--- src/rtl/search_sequencer_if.sv ---
// Engine handshake plus move-log write port of the search sequencer.
// No timing of its own: a bundle of wires between sequencer, engine and log RAM.
// Engine flow control is valid/ready in both directions; the log port is write-only.
interface search_sequencer_if #(
  parameter int PIN_W  = 8,
  parameter int LOG_AW = 12
) ();
  logic               srch_req_val;
  logic               srch_req_rdy;
  logic               srch_resp_val;
  logic               srch_resp_rdy;
  logic [PIN_W-1:0]   srch_pin_1;
  logic [PIN_W-1:0]   srch_pin_2;
  logic               srch_add_or_remove;
  logic               srch_done;
  logic               log_we;
  logic [LOG_AW-1:0]  log_addr;
  logic [2*PIN_W:0]   log_data;

  // Sequencer side
  modport master (
    output srch_req_val,
    input  srch_req_rdy,
    input  srch_resp_val,
    output srch_resp_rdy,
    input  srch_pin_1,
    input  srch_pin_2,
    input  srch_add_or_remove,
    input  srch_done,
    output log_we,
    output log_addr,
    output log_data
  );

  // Engine / log RAM side
  modport slave (
    input  srch_req_val,
    output srch_req_rdy,
    output srch_resp_val,
    input  srch_resp_rdy,
    output srch_pin_1,
    output srch_pin_2,
    output srch_add_or_remove,
    output srch_done,
    input  log_we,
    input  log_addr,
    input  log_data
  );
endinterface

--- src/rtl/search_sequencer.sv ---
// Drives the greedy line-search engine: request, accept move, log it, count it, until a stop cause.
// Latency: busy one cycle after start; 3 cycles per logged move (REQ, WAIT, LOG) with a zero-wait engine.
// Backpressure: one outstanding request; request held until srch_req_rdy, response taken only in WAIT.
module search_sequencer #(
  parameter int PIN_W     = 8,
  parameter int LOG_AW    = 12,
  parameter int MAX_MOVES = 4096
) (
  input  logic                 clk,
  input  logic                 reset,
  input  logic                 start,
  input  logic                 abort,
  output logic                 busy,
  output logic                 finished,
  output logic [1:0]           stop_cause,
  output logic [LOG_AW:0]      move_count,
  output logic [LOG_AW:0]      active_lines,
  search_sequencer_if.master   bus
);

  typedef enum logic [2:0] {
    S_IDLE,
    S_REQ,
    S_WAIT,
    S_LOG,
    S_FINISH
  } state_t;

  localparam logic [1:0] CAUSE_DONE  = 2'd0;
  localparam logic [1:0] CAUSE_LIMIT = 2'd1;
  localparam logic [1:0] CAUSE_ABORT = 2'd2;
  localparam logic [1:0] CAUSE_UNDER = 2'd3;

  localparam logic [LOG_AW:0] MAX_CNT = (LOG_AW+1)'(MAX_MOVES);

  state_t            state;
  state_t            state_nxt;
  logic [1:0]        cause_nxt;
  logic              capture;
  logic              abort_pend;
  logic [2*PIN_W:0]  move_q;
  logic [LOG_AW:0]   count_inc;

  assign count_inc = move_count + 1'b1;

  // Next-state and stop-cause selection
  always_comb begin
    state_nxt = state;
    cause_nxt = stop_cause;
    capture   = 1'b0;
    case (state)
      S_IDLE: begin
        if (start) state_nxt = S_REQ;
      end
      S_REQ: begin
        if (abort) begin
          state_nxt = S_FINISH;
          cause_nxt = CAUSE_ABORT;
        end else if (bus.srch_req_rdy) begin
          state_nxt = S_WAIT;
        end
      end
      S_WAIT: begin
        if (bus.srch_resp_val) begin
          state_nxt = S_FINISH;
          if (abort_pend || abort) begin
            cause_nxt = CAUSE_ABORT;
          end else if (bus.srch_done) begin
            cause_nxt = CAUSE_DONE;
          end else if (!bus.srch_add_or_remove && active_lines == '0) begin
            cause_nxt = CAUSE_UNDER;
          end else begin
            capture   = 1'b1;
            state_nxt = S_LOG;
          end
        end
      end
      S_LOG: begin
        if (count_inc == MAX_CNT) begin
          state_nxt = S_FINISH;
          cause_nxt = CAUSE_LIMIT;
        end else if (abort) begin
          state_nxt = S_FINISH;
          cause_nxt = CAUSE_ABORT;
        end else begin
          state_nxt = S_REQ;
        end
      end
      S_FINISH: begin
        state_nxt = S_IDLE;
      end
      default: begin
        state_nxt = S_IDLE;
      end
    endcase
  end

  // State register
  always_ff @(posedge clk or posedge reset) begin
    if (reset) state <= S_IDLE;
    else       state <= state_nxt;
  end

  // Stop cause: cleared by an accepted start, otherwise loaded on the way into FINISH
  always_ff @(posedge clk or posedge reset) begin
    if (reset)                        stop_cause <= CAUSE_DONE;
    else if (state == S_IDLE && start) stop_cause <= CAUSE_DONE;
    else                              stop_cause <= cause_nxt;
  end

  // Move and line counters: cleared on start, stepped once per logged move
  always_ff @(posedge clk or posedge reset) begin
    if (reset) begin
      move_count   <= '0;
      active_lines <= '0;
    end else if (state == S_IDLE && start) begin
      move_count   <= '0;
      active_lines <= '0;
    end else if (state == S_LOG) begin
      move_count   <= count_inc;
      active_lines <= move_q[2*PIN_W] ? active_lines + 1'b1 : active_lines - 1'b1;
    end
  end

  // Abort seen while waiting is remembered until the response arrives
  always_ff @(posedge clk or posedge reset) begin
    if (reset) abort_pend <= 1'b0;
    else       abort_pend <= (state == S_WAIT) && !bus.srch_resp_val && (abort_pend || abort);
  end

  // Capture the accepted move for the log write
  always_ff @(posedge clk or posedge reset) begin
    if (reset)        move_q <= '0;
    else if (capture) move_q <= {bus.srch_add_or_remove, bus.srch_pin_1, bus.srch_pin_2};
  end

  assign busy              = (state != S_IDLE);
  assign finished          = (state == S_FINISH);
  assign bus.srch_req_val  = (state == S_REQ) && !abort;
  assign bus.srch_resp_rdy = (state == S_WAIT);
  assign bus.log_we        = (state == S_LOG);
  assign bus.log_addr      = move_count[LOG_AW-1:0];
  assign bus.log_data      = move_q;

endmodule
--- src/flat_wrapper.sv ---
// flat-port wrapper written by rule: the top's interface ports become plain ports
module search_sequencer_flat 
#(
  parameter int PIN_W     = 8,
  parameter int LOG_AW    = 12,
  parameter int MAX_MOVES = 4096
)
  (clk, reset, start, abort, busy, finished, stop_cause, move_count, active_lines, bus_srch_req_val, bus_srch_req_rdy, bus_srch_resp_val, bus_srch_resp_rdy, bus_srch_pin_1, bus_srch_pin_2, bus_srch_add_or_remove, bus_srch_done, bus_log_we, bus_log_addr, bus_log_data);
  search_sequencer_if #(.PIN_W(PIN_W), .LOG_AW(LOG_AW)) bus_i ();
  input  logic clk;
  input  logic reset;
  input  logic start;
  input  logic abort;
  output logic busy;
  output logic finished;
  output logic [1:0] stop_cause;
  output logic [LOG_AW:0] move_count;
  output logic [LOG_AW:0] active_lines;
  output wire logic [$bits(bus_i.srch_req_val)-1:0] bus_srch_req_val;
  input wire logic [$bits(bus_i.srch_req_rdy)-1:0] bus_srch_req_rdy;
  input wire logic [$bits(bus_i.srch_resp_val)-1:0] bus_srch_resp_val;
  output wire logic [$bits(bus_i.srch_resp_rdy)-1:0] bus_srch_resp_rdy;
  input wire logic [$bits(bus_i.srch_pin_1)-1:0] bus_srch_pin_1;
  input wire logic [$bits(bus_i.srch_pin_2)-1:0] bus_srch_pin_2;
  input wire logic [$bits(bus_i.srch_add_or_remove)-1:0] bus_srch_add_or_remove;
  input wire logic [$bits(bus_i.srch_done)-1:0] bus_srch_done;
  output wire logic [$bits(bus_i.log_we)-1:0] bus_log_we;
  output wire logic [$bits(bus_i.log_addr)-1:0] bus_log_addr;
  output wire logic [$bits(bus_i.log_data)-1:0] bus_log_data;
  assign bus_srch_req_val = bus_i.srch_req_val;
  assign bus_i.srch_req_rdy = bus_srch_req_rdy;
  assign bus_i.srch_resp_val = bus_srch_resp_val;
  assign bus_srch_resp_rdy = bus_i.srch_resp_rdy;
  assign bus_i.srch_pin_1 = bus_srch_pin_1;
  assign bus_i.srch_pin_2 = bus_srch_pin_2;
  assign bus_i.srch_add_or_remove = bus_srch_add_or_remove;
  assign bus_i.srch_done = bus_srch_done;
  assign bus_log_we = bus_i.log_we;
  assign bus_log_addr = bus_i.log_addr;
  assign bus_log_data = bus_i.log_data;
  search_sequencer #(.PIN_W(PIN_W), .LOG_AW(LOG_AW), .MAX_MOVES(MAX_MOVES)) u_core (.clk(clk), .reset(reset), .start(start), .abort(abort), .busy(busy), .finished(finished), .stop_cause(stop_cause), .move_count(move_count), .active_lines(active_lines), .bus(bus_i));
endmodule
--- config.mk ---
export PLATFORM = sky130hd
export DESIGN_NAME = search_sequencer_flat
export DESIGN_NICKNAME = d
export VERILOG_FILES = /design/src/rtl/search_sequencer_if.sv /design/src/rtl/search_sequencer.sv /design/src/flat_wrapper.sv
export SDC_FILE = /design/constraint.sdc
export NUM_CORES = 1
export LEC_CHECK = 0
export CORE_MARGIN = 2
export CORE_UTILIZATION = 44
export DETAILED_ROUTE_END_ITERATION = 7
export GPL_TIMING_DRIVEN = 0
export PLACE_DENSITY = 0.89
export REMOVE_ABC_BUFFERS = 1
export SLEW_MARGIN = 20
export SYNTH_ARGS = -nofsm -noshare
export SYNTH_HDL_FRONTEND = slang
export SYNTH_SLANG_ARGS = --single-unit
--- constraint.sdc ---
create_clock -name clk -period 2.7 [get_ports clk]
set_clock_uncertainty 0.2 [all_clocks]
set_input_delay 0.54 -clock clk [delete_from_list [all_inputs] [get_ports clk]]
set_output_delay 0.54 -clock clk [all_outputs]
set_load 0.02 [all_outputs]
* Word level (Yosys, flattened, before mapping)
Cells that the tools add are included.
** Storage, ports and cells
- Bits in registers :: 49
- Word-level logic and storage cells :: 63
- Input port bits :: 24
** Operators by class
- Equality and inequality tests :: 10
- $add $sub $neg :: 3
- Multiplexer cells :: 28
- Reductions and logical operators :: 16
** Operators with widths (number)
- $mux W13 :: 5
- $mux W3 :: 9
- $add A13 B1 Y13 const B :: 2
- $mux W2 :: 7
- $eq A13 B13 Y1 const B :: 1
- $logic_not A13 Y1 :: 1
- $sub A13 B1 Y13 const B :: 1
- $pmux W3 S4 :: 1
- $eq A3 B2 Y1 const B :: 2
- $pmux W2 S3 :: 1
- $reduce_and A3 Y1 :: 2
- $logic_and A1 B1 Y1 :: 5
- $mux W1 :: 5
- $ne A5 B1 Y1 const B :: 1
- $ne A2 B2 Y1 const B :: 2
- $reduce_bool A4 Y1 :: 1
- $eq A3 B1 Y1 const B :: 1
- $eq A3 B3 Y1 const B :: 1
- $logic_not A1 Y1 :: 3
- $logic_not A3 Y1 :: 1
- $ne A3 B2 Y1 const B :: 1
- $ne A3 B3 Y1 const B :: 1
- $reduce_bool A3 Y1 :: 1
- $reduce_bool A2 Y1 :: 1
- $logic_or A1 B1 Y1 :: 1

* Longest topological paths before layout
- Depth in word-level cells :: 8
- Depth in mapped cells :: 8
- Gate-level depth less buffers :: 8

* Worst setup path before layout
No wires, ideal clock.
- Path type :: reg-to-reg
- Start point :: register u_core.move_q[16] (netlist: u_core.bus.log_data[16])
- End point :: register u_core.active_lines[9]
- Arrival time :: 2.309 ns
- Period minus slack after synthesis :: 2.644 ns
- Setup time :: 0.135 ns
- Cell stages (with the launch flop) :: 9
- Path slack :: 0.056 ns
- Cells stage by stage :: dfrtp_1 inv_1 ha_1 a211o_1 a2111oi_2 o31ai_1 a21oi_1 xor2_1 o21ai_0
** Between the ends
- Cells in the longest elaborated chain, start to end :: 3
** Ends and longest elaborated chain
- start: declaration :: line search_sequencer.sv:41 : logic [2*PIN_W:0] move_q;
- start signal: assignment :: line search_sequencer.sv:134 : else if (capture) move_q <= {bus.srch_add_or_remove, bus.srch_pin_1, bus.srch_pin_2};
- $mux W13 :: line search_sequencer.sv:121 : active_lines <= move_q[2*PIN_W] ? active_lines + 1'b1 : active_lines - 1'b1;
- $mux W13 :: line search_sequencer.sv:119 : end else if (state == S_LOG) begin
- $mux W13 :: line search_sequencer.sv:116 : end else if (state == S_IDLE && start) begin
- end signal: assignment :: line search_sequencer.sv:121
- end: declaration :: line search_sequencer.sv:17 : output logic [LOG_AW:0] active_lines,
Every way passes these cells. The select of a mux whose other input is x is not followed.
A chain may end at the register's enable or synchronous reset.

* Worst setup path in the final report
Same ends and word-level chain as after synthesis.

==> results by group <==
Status
  • Run status: completed

Global routing
  • First-pass GRT wire length: 12000 um
  • Total track usage: between 10% and 20%
  • Largest net degree at the start of global routing: 30
  • Vias in the first global route: 2708
  • Initial antenna violation count: 0
  • Total congestion overflow: 0

Place
  • Final GP Congestion: ~0.87
  • Cell total after placement: between 400 and 500
  • Cell Area, Placed: 3890 um2
  • Dpl hpwl: 5390 um
  • Port buffer count: 85

Die
  • Die area: between 7000 and 8000 um2
  • Num ports: 86
  • Core area: just under 7000 um2
  • Initial Utilization: between 40% and 50%
  • Die Y: between 80 and 90 um
  • Die width: roughly 90 um
  • Row count: 30

Clocking
  • CTS tree: yes
  • Clock sink total: 49
  • Hold buffer count at cts: 0
  • Clock transition at path regs: approximately 90 ps
  • H-tree Lvls: 2
  • Clock Latency Late Sink: about 300 ps
  • Cts bufs inserted: 5
  • Clock root cell: clkbuf_8
  • Clock buffer depth: 2

Final layout
  • Area Growth Syn to Fin: 32.8%
  • Design Area, Final: between 4000 and 5000 um2
  • Most common cell after layout, fill and taps aside: clkdlybuf4s50_1
  • Layout cell share with drive strength beyond 1: about an eighth
  • Filler instances: 560
  • Number of inserted diodes: 0
  • Layout Nets: around 440
  • Most frequent cells in the layout: 81 x clkdlybuf4s50_1, 47 x dfrtp_1, 29 x nor2_1, 29 x nand2_1, 29 x o21ai_0
  • Final non-filler cell total: 496

STA
  • Crit path time final: 2560 ps
  • Final Hold Vio Count: 0
  • RSZ-0062 raised after global routing: yes
  • Final hold slack: just over 300 ps
  • Fmax: about 390 MHz
  • Final setup viols: 0
  • Actual slew at the worst max-slew pin: approximately 700 ps
  • Setup TNS: 0 ps
  • Final slew viol count: 0
  • Tcrit/Tclk final: ~95%
  • Max_slew headroom: a little over half

Synth
  • Post-synthesis sequential element count: just under 50
  • Seq/Total Area, Yosys: 39.9%
  • YS warnings: 0
  • Mapped Cells: approximately 330
  • Async set-reset flop share out of synthesis: 100%
  • Synth Cell Area: a little over 3000 um2
  • Unique masters post-synth: 52
  • Post-synth EDFFs: 0
  • Prevailing post-synth register cell: dfrtp_1
  • Avg Synthesized Cell Area: 9.41 um2

Critical path
  • WP data required: 2670 ps
  • Crit Path Category: reg2reg
  • Critical Path Fanout Max: 6
  • Reg2reg setup slack: roughly 140 ps
  • Crit start category: flip-flop
  • Worst setup EP type: flip-flop
  • Critical Path AT: ~2500 ps

Routing
  • Final WL: about 7500 um
  • Vias per Instance: approximately 5.6
  • ANT nets after route: 0
  • Initial DRC Count: between 150 and 200
  • Drt pass-1 iters: 4
  • WL per Instance: roughly 15 um
  • Routed vias: ~2800
  • DR DRC count: 0

Pwr
  • VDD IR max: approximately 0.00084 V
  • Power density over the cells: roughly 1100 nW/um2
  • Static Leak: approximately 0.0018 uW

Job
  • Max-Cap Viols: 0

Worst hold path
  • Min-Delay Path Class: reg2reg
==> layout make-up <==
class | count | area [um2] | share of cell area (%)
multi-input cells | 241 | 1660 | 40.7
inverters | 12 | 53.8 | 1.32
repair buffers | 90 | 900 | 22.0
well taps | 96 | 120 | 2.94
clock inverters | 2 | 37.5 | 0.919
clock buffers | 6 | 82.6 | 2.02
flip-flops and latches | 49 | 1230 | 30.1
==> layer usage <==
metal  share of wire, %  track usage, %  routed length [um]
met5                  0               0                   0
met4               0.79            3.92                  59
met3                6.0            3.96                 454
met2                 52            35.1                3940
met1                 41            23.9                3050
==> through the flow <==
stage	total power [uW]	util [%]	setup WS, ps
after floorplan	2870	-	50.9
after global placement	3620	56.9	-750
after detailed placement	3700	57.3	-864
after CTS	4320	59.7	-35.3
after global routing	4710	60.1	-7.91
final	4380	60.1	136
==> logic make-up after synthesis <==
logic type      Yosys count  share of synthesized area (%)
simple gates            102                           17.2
flops                    49                           39.9
mux                      17                           6.22
xor+xnor                 17                           4.84
buf+inv                  38                           7.44
compound gates           91                           18.9
fa+ha+maj                13                           5.53
==> timing repair <==
action	4_1_cts	5_1_grt
setup buffers	4	0
gates cloned	0	1
pin swaps	0	1
setup endpoints to repair	21	9
gates resized for setup	10	8
==> synthesized netlist by cell type, types with 7 or more instances <==
cell	count	share of area [%]
nand2_1	29	3.5
mux2_2	17	6.2
xnor2_1	10	2.8
inv_1	11	1.3
nand3_1	7	1.1
buf_4	14	3.4
xor2_1	7	2.0
a21oi_1	17	2.8
a21o_1	8	2.0
dfrtp_1	49	40
ha_1	12	4.9
nor2_1	30	3.7
o21ai_0	29	4.7
==> where the power goes <==
part	total [uW]	switching [uW]	internal (uW)
Sequential	1160	223	940
Combinational	2670	1420	1250
Clock	545	244	301
Total	4380	1890	2490
==> worst paths after layout <==
path,from,endpoint,cells after the start
max,u_core.bus.log_data[16],u_core.active_lines[9],8
max reg2reg,u_core.bus.log_data[16],u_core.active_lines[9],8
max in group asynchronous,reset,u_core.bus.log_data[16],3
min reg2reg,u_core.bus.log_data[5],u_core.bus.log_data[5],1
min,u_core.bus.log_data[5],u_core.bus.log_data[5],1
min in group asynchronous,reset,u_core.bus.log_data[15],2
==> critical path, cell delays in order, from the launching register on <==
cell and delay, ps:
dfrtp_2 430, clkinvlp_4 190, ha_1 350, a211o_1 340
a2111oi_4 350, o31ai_1 130, a21oi_1 190, xor2_1 160
o21ai_0 100
==> sequential cells by signal (all words and copies together) (netlist names) <==
signal	flops
u_core.state	3
u_core.active_lines	13
u_core.move_count	13
u_core.stop_cause	2
u_core.abort_pend	1
u_core.bus.log_data	17
Power figures use the tool's default switching activity.
